### src/rtl/osc_pkg.sv
// Shared constants and types for the oscillator control-to-audio core.
package osc_pkg;

  localparam logic [3:0] DAC_CFG  = 4'b0011;
  localparam int         FRAME_W  = 16;
  localparam int         PHASE_W  = 32;
  localparam int         SAMPLE_W = 12;
  localparam int         FREQ_W   = 16;

  typedef enum logic [1:0] {
    TX_IDLE,
    TX_SHIFT,
    TX_DONE
  } tx_state_e;

endpackage

### src/rtl/dac_spi_tx.sv
// Mode-0 SPI transmitter for one 16-bit DAC frame; chip select framed,
// data launched on falling SCLK edges, one half-period trailing gap.
module dac_spi_tx
  import osc_pkg::*;
#(
  parameter int DAC_HALF = 4
) (
  input  logic               clk,
  input  logic               rst,
  input  logic               start,
  input  logic [FRAME_W-1:0] frame,
  output logic               cs_n,
  output logic               sclk,
  output logic               sdo,
  output logic               busy
);

  localparam int              HW         = $clog2(DAC_HALF + 1);
  localparam logic [HW-1:0]   HALF_LAST  = HW'(DAC_HALF - 1);
  localparam int              PW         = $clog2(FRAME_W);
  localparam logic [PW-1:0]   PULSE_LAST = PW'(FRAME_W - 1);

  tx_state_e            state_q, state_d;
  logic [FRAME_W-2:0]   shreg_q, shreg_d;
  logic [HW-1:0]        half_q, half_d;
  logic [PW-1:0]        pulse_q, pulse_d;
  logic                 cs_q, cs_d;
  logic                 sclk_q, sclk_d;
  logic                 sdo_q, sdo_d;
  logic                 half_end;

  assign half_end = (half_q == HALF_LAST);

  always_ff @(posedge clk or posedge rst) begin
    if (rst) state_q <= TX_IDLE;
    else     state_q <= state_d;
  end

  always_comb begin
    state_d = state_q;
    case (state_q)
      TX_IDLE:  if (start) state_d = TX_SHIFT;
      TX_SHIFT: if (half_end && sclk_q && pulse_q == PULSE_LAST) state_d = TX_DONE;
      TX_DONE:  if (half_end) state_d = TX_IDLE;
      default:  state_d = TX_IDLE;
    endcase
  end

  // A half-period tick toggles SCLK; only the falling half advances the data.
  always_comb begin
    shreg_d = shreg_q;
    half_d  = half_q;
    pulse_d = pulse_q;
    cs_d    = cs_q;
    sclk_d  = sclk_q;
    sdo_d   = sdo_q;
    case (state_q)
      TX_IDLE: begin
        half_d  = '0;
        pulse_d = '0;
        sclk_d  = 1'b0;
        cs_d    = 1'b1;
        sdo_d   = 1'b0;
        if (start) begin
          shreg_d = frame[FRAME_W-2:0];
          sdo_d   = frame[FRAME_W-1];
          cs_d    = 1'b0;
        end
      end
      TX_SHIFT: begin
        half_d = half_end ? '0 : half_q + HW'(1);
        if (half_end) begin
          sclk_d = ~sclk_q;
          if (sclk_q && pulse_q != PULSE_LAST) begin
            sdo_d   = shreg_q[FRAME_W-2];
            shreg_d = {shreg_q[FRAME_W-3:0], 1'b0};
            pulse_d = pulse_q + PW'(1);
          end
        end
      end
      TX_DONE: begin
        half_d = half_end ? '0 : half_q + HW'(1);
        if (half_end) begin
          cs_d  = 1'b1;
          sdo_d = 1'b0;
        end
      end
      default: begin
        cs_d   = 1'b1;
        sclk_d = 1'b0;
        sdo_d  = 1'b0;
      end
    endcase
  end

  always_ff @(posedge clk or posedge rst) begin
    if (rst) begin
      shreg_q <= '0;
      half_q  <= '0;
      pulse_q <= '0;
      cs_q    <= 1'b1;
      sclk_q  <= 1'b0;
      sdo_q   <= 1'b0;
    end else begin
      shreg_q <= shreg_d;
      half_q  <= half_d;
      pulse_q <= pulse_d;
      cs_q    <= cs_d;
      sclk_q  <= sclk_d;
      sdo_q   <= sdo_d;
    end
  end

  assign cs_n = cs_q;
  assign sclk = sclk_q;
  assign sdo  = sdo_q;
  assign busy = (state_q != TX_IDLE);

endmodule

### src/rtl/osc_spi_core.sv
// Oscillator core: SPI frequency-word receiver with idle timeout, DDS
// sawtooth phase accumulator, and a DAC frame per sample tick.
module osc_spi_core
  import osc_pkg::*;
#(
  parameter int SPI_TIMEOUT   = 1000,
  parameter int DAC_HALF      = 4,
  parameter int SAMPLE_PERIOD = 512
) (
  input  logic fpga_clock,
  input  logic reset,
  input  logic adc_spi_clock,
  input  logic adc_spi_data,
  output logic dac_spi_cs,
  output logic dac_spi_clock,
  output logic dac_spi_data
);

  localparam int            IW       = $clog2(SPI_TIMEOUT + 1);
  localparam logic [IW-1:0] IDLE_MAX = IW'(SPI_TIMEOUT);
  localparam int            CW       = $clog2(SAMPLE_PERIOD);
  localparam logic [CW-1:0] CNT_LAST = CW'(SAMPLE_PERIOD - 1);

  function automatic logic [IW-1:0] idle_sat_inc(input logic [IW-1:0] v);
    return (v == IDLE_MAX) ? v : v + IW'(1);
  endfunction

  logic                sck_p0_q, sck_p0_d, sck_p1_q, sck_p1_d, sck_p2_q, sck_p2_d;
  logic                sdi_p0_q, sdi_p0_d, sdi_p1_q, sdi_p1_d;
  logic [FREQ_W-2:0]   shift_q, shift_d;
  logic [3:0]          bit_cnt_q, bit_cnt_d;
  logic [IW-1:0]       idle_q, idle_d;
  logic [FREQ_W-1:0]   freq_word_q, freq_word_d;
  logic [CW-1:0]       cnt_q, cnt_d;
  logic                tick_q, tick_d;
  logic [PHASE_W-1:0]  phase_q, phase_d;
  logic                spi_edge;
  logic                tx_start, tx_busy;
  logic [FRAME_W-1:0]  tx_frame;

  // sck_p2 is the edge-detect register behind the two synchroniser stages.
  assign spi_edge = sck_p1_q & ~sck_p2_q;

  always_comb begin
    sck_p0_d    = adc_spi_clock;
    sck_p1_d    = sck_p0_q;
    sck_p2_d    = sck_p1_q;
    sdi_p0_d    = adc_spi_data;
    sdi_p1_d    = sdi_p0_q;
    shift_d     = shift_q;
    bit_cnt_d   = bit_cnt_q;
    freq_word_d = freq_word_q;
    idle_d      = idle_q;
    if (spi_edge) begin
      idle_d  = '0;
      shift_d = {shift_q[FREQ_W-3:0], sdi_p1_q};
      if (bit_cnt_q == 4'd15) begin
        freq_word_d = {shift_q, sdi_p1_q};
        bit_cnt_d   = '0;
      end else begin
        bit_cnt_d = bit_cnt_q + 4'd1;
      end
    end else begin
      idle_d = idle_sat_inc(idle_q);
      if (idle_q == IDLE_MAX) bit_cnt_d = '0;
    end
  end

  always_comb begin
    cnt_d   = (cnt_q == CNT_LAST) ? '0 : cnt_q + CW'(1);
    tick_d  = (cnt_q == CNT_LAST);
    phase_d = phase_q;
    if (tick_q) phase_d = phase_q + {{(PHASE_W-FREQ_W-4){1'b0}}, freq_word_q, 4'd0};
  end

  always_ff @(posedge fpga_clock or posedge reset) begin
    if (reset) begin
      sck_p0_q    <= 1'b0;
      sck_p1_q    <= 1'b0;
      sck_p2_q    <= 1'b0;
      sdi_p0_q    <= 1'b0;
      sdi_p1_q    <= 1'b0;
      shift_q     <= '0;
      bit_cnt_q   <= '0;
      idle_q      <= '0;
      freq_word_q <= '0;
      cnt_q       <= '0;
      tick_q      <= 1'b0;
      phase_q     <= '0;
    end else begin
      sck_p0_q    <= sck_p0_d;
      sck_p1_q    <= sck_p1_d;
      sck_p2_q    <= sck_p2_d;
      sdi_p0_q    <= sdi_p0_d;
      sdi_p1_q    <= sdi_p1_d;
      shift_q     <= shift_d;
      bit_cnt_q   <= bit_cnt_d;
      idle_q      <= idle_d;
      freq_word_q <= freq_word_d;
      cnt_q       <= cnt_d;
      tick_q      <= tick_d;
      phase_q     <= phase_d;
    end
  end

  // The frame carries the phase as it stands on the tick, before the step is added.
  assign tx_frame = {DAC_CFG, phase_q[PHASE_W-1 -: SAMPLE_W]};
  assign tx_start = tick_q & ~tx_busy;

  dac_spi_tx #(
    .DAC_HALF (DAC_HALF)
  ) u_tx (
    .clk   (fpga_clock),
    .rst   (reset),
    .start (tx_start),
    .frame (tx_frame),
    .cs_n  (dac_spi_cs),
    .sclk  (dac_spi_clock),
    .sdo   (dac_spi_data),
    .busy  (tx_busy)
  );

endmodule

### config.mk
export PLATFORM = sky130hd
export DESIGN_NAME = osc_spi_core
export DESIGN_NICKNAME = d
export VERILOG_FILES = /design/src/rtl/osc_pkg.sv /design/src/rtl/dac_spi_tx.sv /design/src/rtl/osc_spi_core.sv
export SDC_FILE = /design/constraint.sdc
export NUM_CORES = 1
export LEC_CHECK = 0
export ABC_AREA = 1
export ABC_CLOCK_PERIOD_IN_PS = 5200
export CAP_MARGIN = 20
export CORE_MARGIN = 4
export CORE_UTILIZATION = 60
export CTS_CLUSTER_DIAMETER = 150
export DETAILED_ROUTE_END_ITERATION = 6
export PLACE_DENSITY_LB_ADDON = 0.12
export SLEW_MARGIN = 20
export SYNTH_ARGS = -nofsm -noshare
export SYNTH_HDL_FRONTEND = slang
export SYNTH_SLANG_ARGS = --single-unit
### constraint.sdc
create_clock -name fpga_clock -period 5.2 [get_ports fpga_clock]
set_input_delay 1.3 -clock fpga_clock [delete_from_list [all_inputs] [get_ports fpga_clock]]
set_output_delay 1.3 -clock fpga_clock [all_outputs]
set_load 0.02 [all_outputs]
# Word level (Yosys, flattened, before mapping)
# Cells that the tools add are included.
[totals]
register_bits = 119
[classes]
n_addsub = 6
n_eq_ne = 14
mux = 28
bitwise_logic = 7
n_reduce_logical = 16
[op_table]
columns = ["operator", "n"]
rows = [
  ["15-bit 2-to-1 mux", 3],
  ["32-bit by 20-bit adder with 32-bit output", 1],
  ["15-bit one-hot mux with 2 select lines", 1],
  ["10-bit 2-to-1 mux", 2],
  ["4-bit 2-to-1 mux", 5],
  ["10-bit by 1-bit adder with 10-bit output, second input constant", 1],
  ["10-bit equality test, second input constant", 1],
  ["9-bit by 1-bit adder with 9-bit output, second input constant", 1],
  ["9-bit equality test, second input constant", 1],
  ["9-bit 2-to-1 mux", 1],
  ["3-bit AND reduction", 3],
  ["4-bit by 1-bit adder with 4-bit output, second input constant", 2],
  ["4-bit equality test, second input constant", 2],
  ["2-bit by 1-bit inequality test with 1-bit output, second input constant", 4],
  ["4-bit one-hot mux with 2 select lines", 1],
  ["2-bit nonzero test", 4],
  ["1-bit 2-to-1 mux", 6],
  ["2-bit 2-to-1 mux", 3],
  ["2-bit one-hot mux with 3 select lines", 1],
  ["3-bit one-hot mux with 2 select lines", 1],
  ["2-bit AND reduction", 3],
  ["1-bit NOT", 5],
  ["2-bit inequality test, second input constant", 2],
  ["4-bit inequality test, second input constant", 1],
  ["12 further kinds", 16],
]

# Longest topological paths before layout
[logic_depth]
ltp_word = 5
depth_mapped = 12

# By module
# Synthesis repeated with hierarchy kept, for this count alone.
[unflattened]
cells_unflattened = 840
area_unflattened_um2 = 6328.6
[modules_own_cells]
columns = ["mod", "n_inst", "cells_per_inst", "area_per_inst_um2"]
rows = [
  ["osc_spi_core", 1, 634, 4808.4],
  ["dac_spi_tx", 1, 206, 1520.2],
]

# Least setup slack after synthesis
# OpenSTA, ideal clock, no wires.
[synth_path]
kind = "reg2out"
start = "register u_tx.cs_q (netlist: u_tx.cs_n)"
end = "output dac_spi_cs"
arrival_time_ns = 0.563
required_ns = 3.900
slack_ns = 3.337
path_stages_with_launch = 1
cell_sequence = "dfstp_2"
[synth_lines]
columns = ["item", "line_no", "rtl"]
rows = [
  ["start, declared", "dac_spi_tx.sv:27", "logic cs_q, cs_d;"],
  ["start signal, assigned", "dac_spi_tx.sv:108", "cs_q <= cs_d;"],
  ["end, declared", "osc_spi_core.sv:14", "output logic dac_spi_cs,"],
]
# No word-level cell between the ends.

# Final worst setup path
[layout_path]
start = "register u_tx.cs_q (netlist: u_tx.cs_n)"
end = "output dac_spi_cs"
# No word-level cell between the ends.

==> results summary <==
The overall die area came out at 12,100 um^2. Along the worst path, the maximum fanout reaches 2. The final routed wire length divided by cell count came out at 13.24 um.

In this run the core area contains 36 standard-cell rows. The sequential cell area fraction in the yosys report came out at 46.13%. The count of input and output buffers came out at 6. Setup repair after global routing left no endpoint under its margin. The number of DRC markers in iteration 0 came out at 368. The async set-reset flop share out of synthesis is 100.0%. The synthesized netlist devotes 5.734% of its cell area to adder and majority cells.

The required time at the worst-slack endpoint came out at 3900 ps. The xor/xnor share of the synthesized area is 1.684%. Leaving out fill and tap cells, the most frequent cell in the layout is sky130_fd_sc_hd__nand2_1. CTS saw 115 sinks. The number of endpoints failing setup at the final stage is 0. The post-placement worst setup slack came out at 2315 ps. The portion of synthesized area spent on multiplexers is 0.7217%. The biggest cell delay along the critical path is 590 ps.

The number of remaining DRC errors came out at 0. The data arrival time at the worst-slack endpoint came out at 1640 ps. The maximum number of pins on one net before global-route repair came out at 87. The worst ir drop on vdd is 0.2555 mV.

The static leakage power is 3.468 nW. The flip-flop cell with the highest count after synthesis is sky130_fd_sc_hd__dfrtp_1. The via count of the first global-routing pass is 4,937. The clock period minus worst slack is 2945 ps.

The clock-pin slew on the worst setup and hold paths is 60 ps. The worst-case clock buffer depth is 2. The post-route netlist has 8.271% of its cells at a drive strength greater than 1. The count of H-tree levels built during CTS is 4. Once the clock tree was built, the setup fixing pass inserted 0 buffers. The clock reaches the later pin of the worst-skew pair after 530 ps.

The total of cells resized after clock tree synthesis came out at 0. The net count reported at finish is 817. The tightest hold path in the finished design has a slack of 353.2 ps. The half-perimeter wire length after placement came out at 8686 um. On the critical path, the stage with the largest delay is an instance of sky130_fd_sc_hd__clkdlybuf4s50_1. The die is 110.0 um wide. Buffers inserted to repair hold after CTS numbered 0.

Walking the worst path, the cells encountered are clkdlybuf4s50_1. Max-cap violations in this run came to 0. The worst setup path is launched from a register. The residual antenna-violating net count after detailed routing is 0. The core region is 9955 um^2. The number of storage elements in the synthesis netlist is 115. The synthesis-to-finish area growth is 12.25%. The worst setup path is of the register to primary output kind. The total CTS buffers is 17. Measured against its own limit, the worst slew margin works out to 33.16%. TritonCTS built the clock tree. After layout, the design draws a total of 2.421 mW. Broken down by cell family, the worst path's largest delay share belongs to buffers and inverters.

The warning count from the yosys run is 0. The clock root buffer master is sky130_fd_sc_hd__clkbuf_8. The overall via count from detail_route is 4,951. After synthesis, the largest family of logic cells by area is simple AND/OR/NAND/NOR gates. The final RePlAce weighted congestion came out at 0.8816.

The tightest min-delay check is of the register to register type. The total inserted antenna cells came out at 0. The compound-cell area share of the yosys netlist came out at 10.53%.

The routed design has 12,320 um of wire. In the post-route analysis, the smallest setup slack over all paths is 2255 ps. In this run the power density over the cells is 345.5 nW/um^2. The first global-routing pass estimated 21,560 um of wire.

The combined buffer and inverter count along the critical path came out at 1. The routed via count divided by cell count came out at 5.318. The number of cells produced by synthesis is 774. The number of antenna violations at the first check in global routing came out at 0. The remaining global-route overflow came out at 0.

The simple-gate share of the synthesized area came out at 27.55%. Global routing used 23.09% of the available tracks. The summed negative setup slack over all endpoints came out at 0 ps. The number of placed I/O pins came out at 7. The number of search-and-repair iterations in the first detailed-routing pass came out at 5. The transition time at the pin with the least slew margin is 1001 ps.

The height of the chip is 110.0 um. The maximum clock frequency came out at 339.6 MHz. The starting utilization of the core area is 62.69%. The count of pins over their slew limit is 0.

The net count of the mapped netlist came out at 806. For the final database, setup skew stands at 11.48 ps. The final worst-path cycle share came out at 56.63%. The filler cell count came out at 799. The final number of hold-violating endpoints was 0. The flow ran to the end, and the final reports show no timing, DRC or antenna violations. The top cell types in the final layout, fill and taps aside, are sky130_fd_sc_hd__nand2_1, sky130_fd_sc_hd__dfrtp_1, sky130_fd_sc_hd__inv_1, sky130_fd_sc_hd__nor2_1.

The netlist area before placement came out at 6241 um^2. The sort of element at the end of the critical path is a primary output. In this run, synthesis inferred 0 flip-flops with an integrated enable.

The count of different cell masters after synthesis is 40. The average cell area after synthesis came out at 8.063 um^2.
-- flip-flops by register name (all words and copies together), names as in the netlist, 2 cells and up --
signal / cells
idle_q: 10
bit_cnt_q: 4
u_tx.pulse_q: 4
u_tx.half_q: 3
u_tx.state_q: 2
u_tx.shreg_q: 15
shift_q: 15
cnt_q: 9
freq_word_q: 16
phase_q: 28
-- Yosys cell counts (4+ instances only) --
cell type	instances	area (um^2)
sky130_fd_sc_hd__nand2_2	6	37.54
sky130_fd_sc_hd__nand4_1	9	56.30
sky130_fd_sc_hd__nand2_1	240	900.9
sky130_fd_sc_hd__xor2_1	5	43.79
sky130_fd_sc_hd__ha_1	27	337.8
sky130_fd_sc_hd__dfrtp_1	114	2853
sky130_fd_sc_hd__o31ai_1	4	30.03
sky130_fd_sc_hd__a31oi_4	8	170.2
sky130_fd_sc_hd__buf_2	6	30.03
sky130_fd_sc_hd__nor3_1	10	50.05
sky130_fd_sc_hd__nor4_1	4	25.02
sky130_fd_sc_hd__nand3b_1	11	82.58
sky130_fd_sc_hd__nor2_1	71	266.5
sky130_fd_sc_hd__clkbuf_1	6	22.52
sky130_fd_sc_hd__a31oi_1	4	25.02
sky130_fd_sc_hd__a21oi_1	34	170.2
sky130_fd_sc_hd__o21ai_0	40	200.2
sky130_fd_sc_hd__inv_1	98	367.9
sky130_fd_sc_hd__mux2_2	4	45.04
sky130_fd_sc_hd__nand3_1	40	200.2
sky130_fd_sc_hd__xnor2_1	7	61.31
-- per-stage QoR --
step           utilization (%)  std cells  area, um^2
2_1_floorplan                -        774        6241
3_3_place_gp             64.22        899        6392
3_5_place_dp             64.22        899        6392
4_1_cts                  70.35        931        7003
5_1_grt                  70.37        931        7005
6_report                 70.37        931        7005
-- final cells by class --
type,count,area [um^2],share of cell area (%)
clock buffer,21,459.2,6.555
clock inverter,11,151.4,2.161
inverter,100,380.4,5.430
multi-input combinational,542,2887,41.20
tap,133,166.4,2.375
sequential,115,2879,41.10
timing repair buffer,9,82.58,1.179
-- cell families (layout without fill, tap and decap cells) --
group | count (synthesis) | in the layout
AOI/OAI and AO/OA | 96 | 96
muxes | 4 | 4
and+or+nand+nor | 402 | 402
buffers and inverters | 117 | 141
xor gates and xnor gates | 12 | 12
DFF | 115 | 115
adders and majority gates | 28 | 28
-- power breakdown --
part           total [mW]  switching (mW)  internal (mW)
Combinational       0.209           0.128         0.0805
Sequential           1.03          0.0596          0.968
Clock                1.18           0.415          0.769
Total                2.42           0.603           1.82
-- path summary, 6_finish.rpt --
path                                                   from                     endpoint  slack [ps]  cells after the start
worst max-delay path                  u_tx.cs_n$_DFFE_PP1P_                   dac_spi_cs        2260                      1
worst min-delay path                     sck_p0_q$_DFF_PP0_           sck_p1_q$_DFF_PP0_         350                      0
worst max register to register  u_tx.state_q[1]$_DFFE_PP0P_  u_tx.shreg_q[3]$_DFFE_PP0P_        2290                      8
worst min register to register           sck_p0_q$_DFF_PP0_           sck_p1_q$_DFF_PP0_         350                      0
max in group asynchronous                             reset     bit_cnt_q[1]$_DFFE_PP0P_        3170                      3
min in group asynchronous                             reset   u_tx.half_q[0]$_DFFE_PP0P_        1300                      2
-- worst reg2reg max path, stage by stage, from the launching register on --
cell	delay [ps]
sky130_fd_sc_hd__dfrtp_1	400
sky130_fd_sc_hd__inv_1	110
sky130_fd_sc_hd__ha_1	600
sky130_fd_sc_hd__inv_2	330
sky130_fd_sc_hd__nand2_2	170
sky130_fd_sc_hd__nand3_4	140
sky130_fd_sc_hd__nor2_4	740
sky130_fd_sc_hd__nor2_1	180
sky130_fd_sc_hd__a31oi_4	190
-- layer usage --
metal,track usage [%],routed length (um),vias up
li1,-,-,2508
met3,6.756,475,22
met5,0,0,-
met2,38.99,5932,93
met4,9.439,258,0
met1,27.61,5658,2328
(Power assumes the default switching activity.)
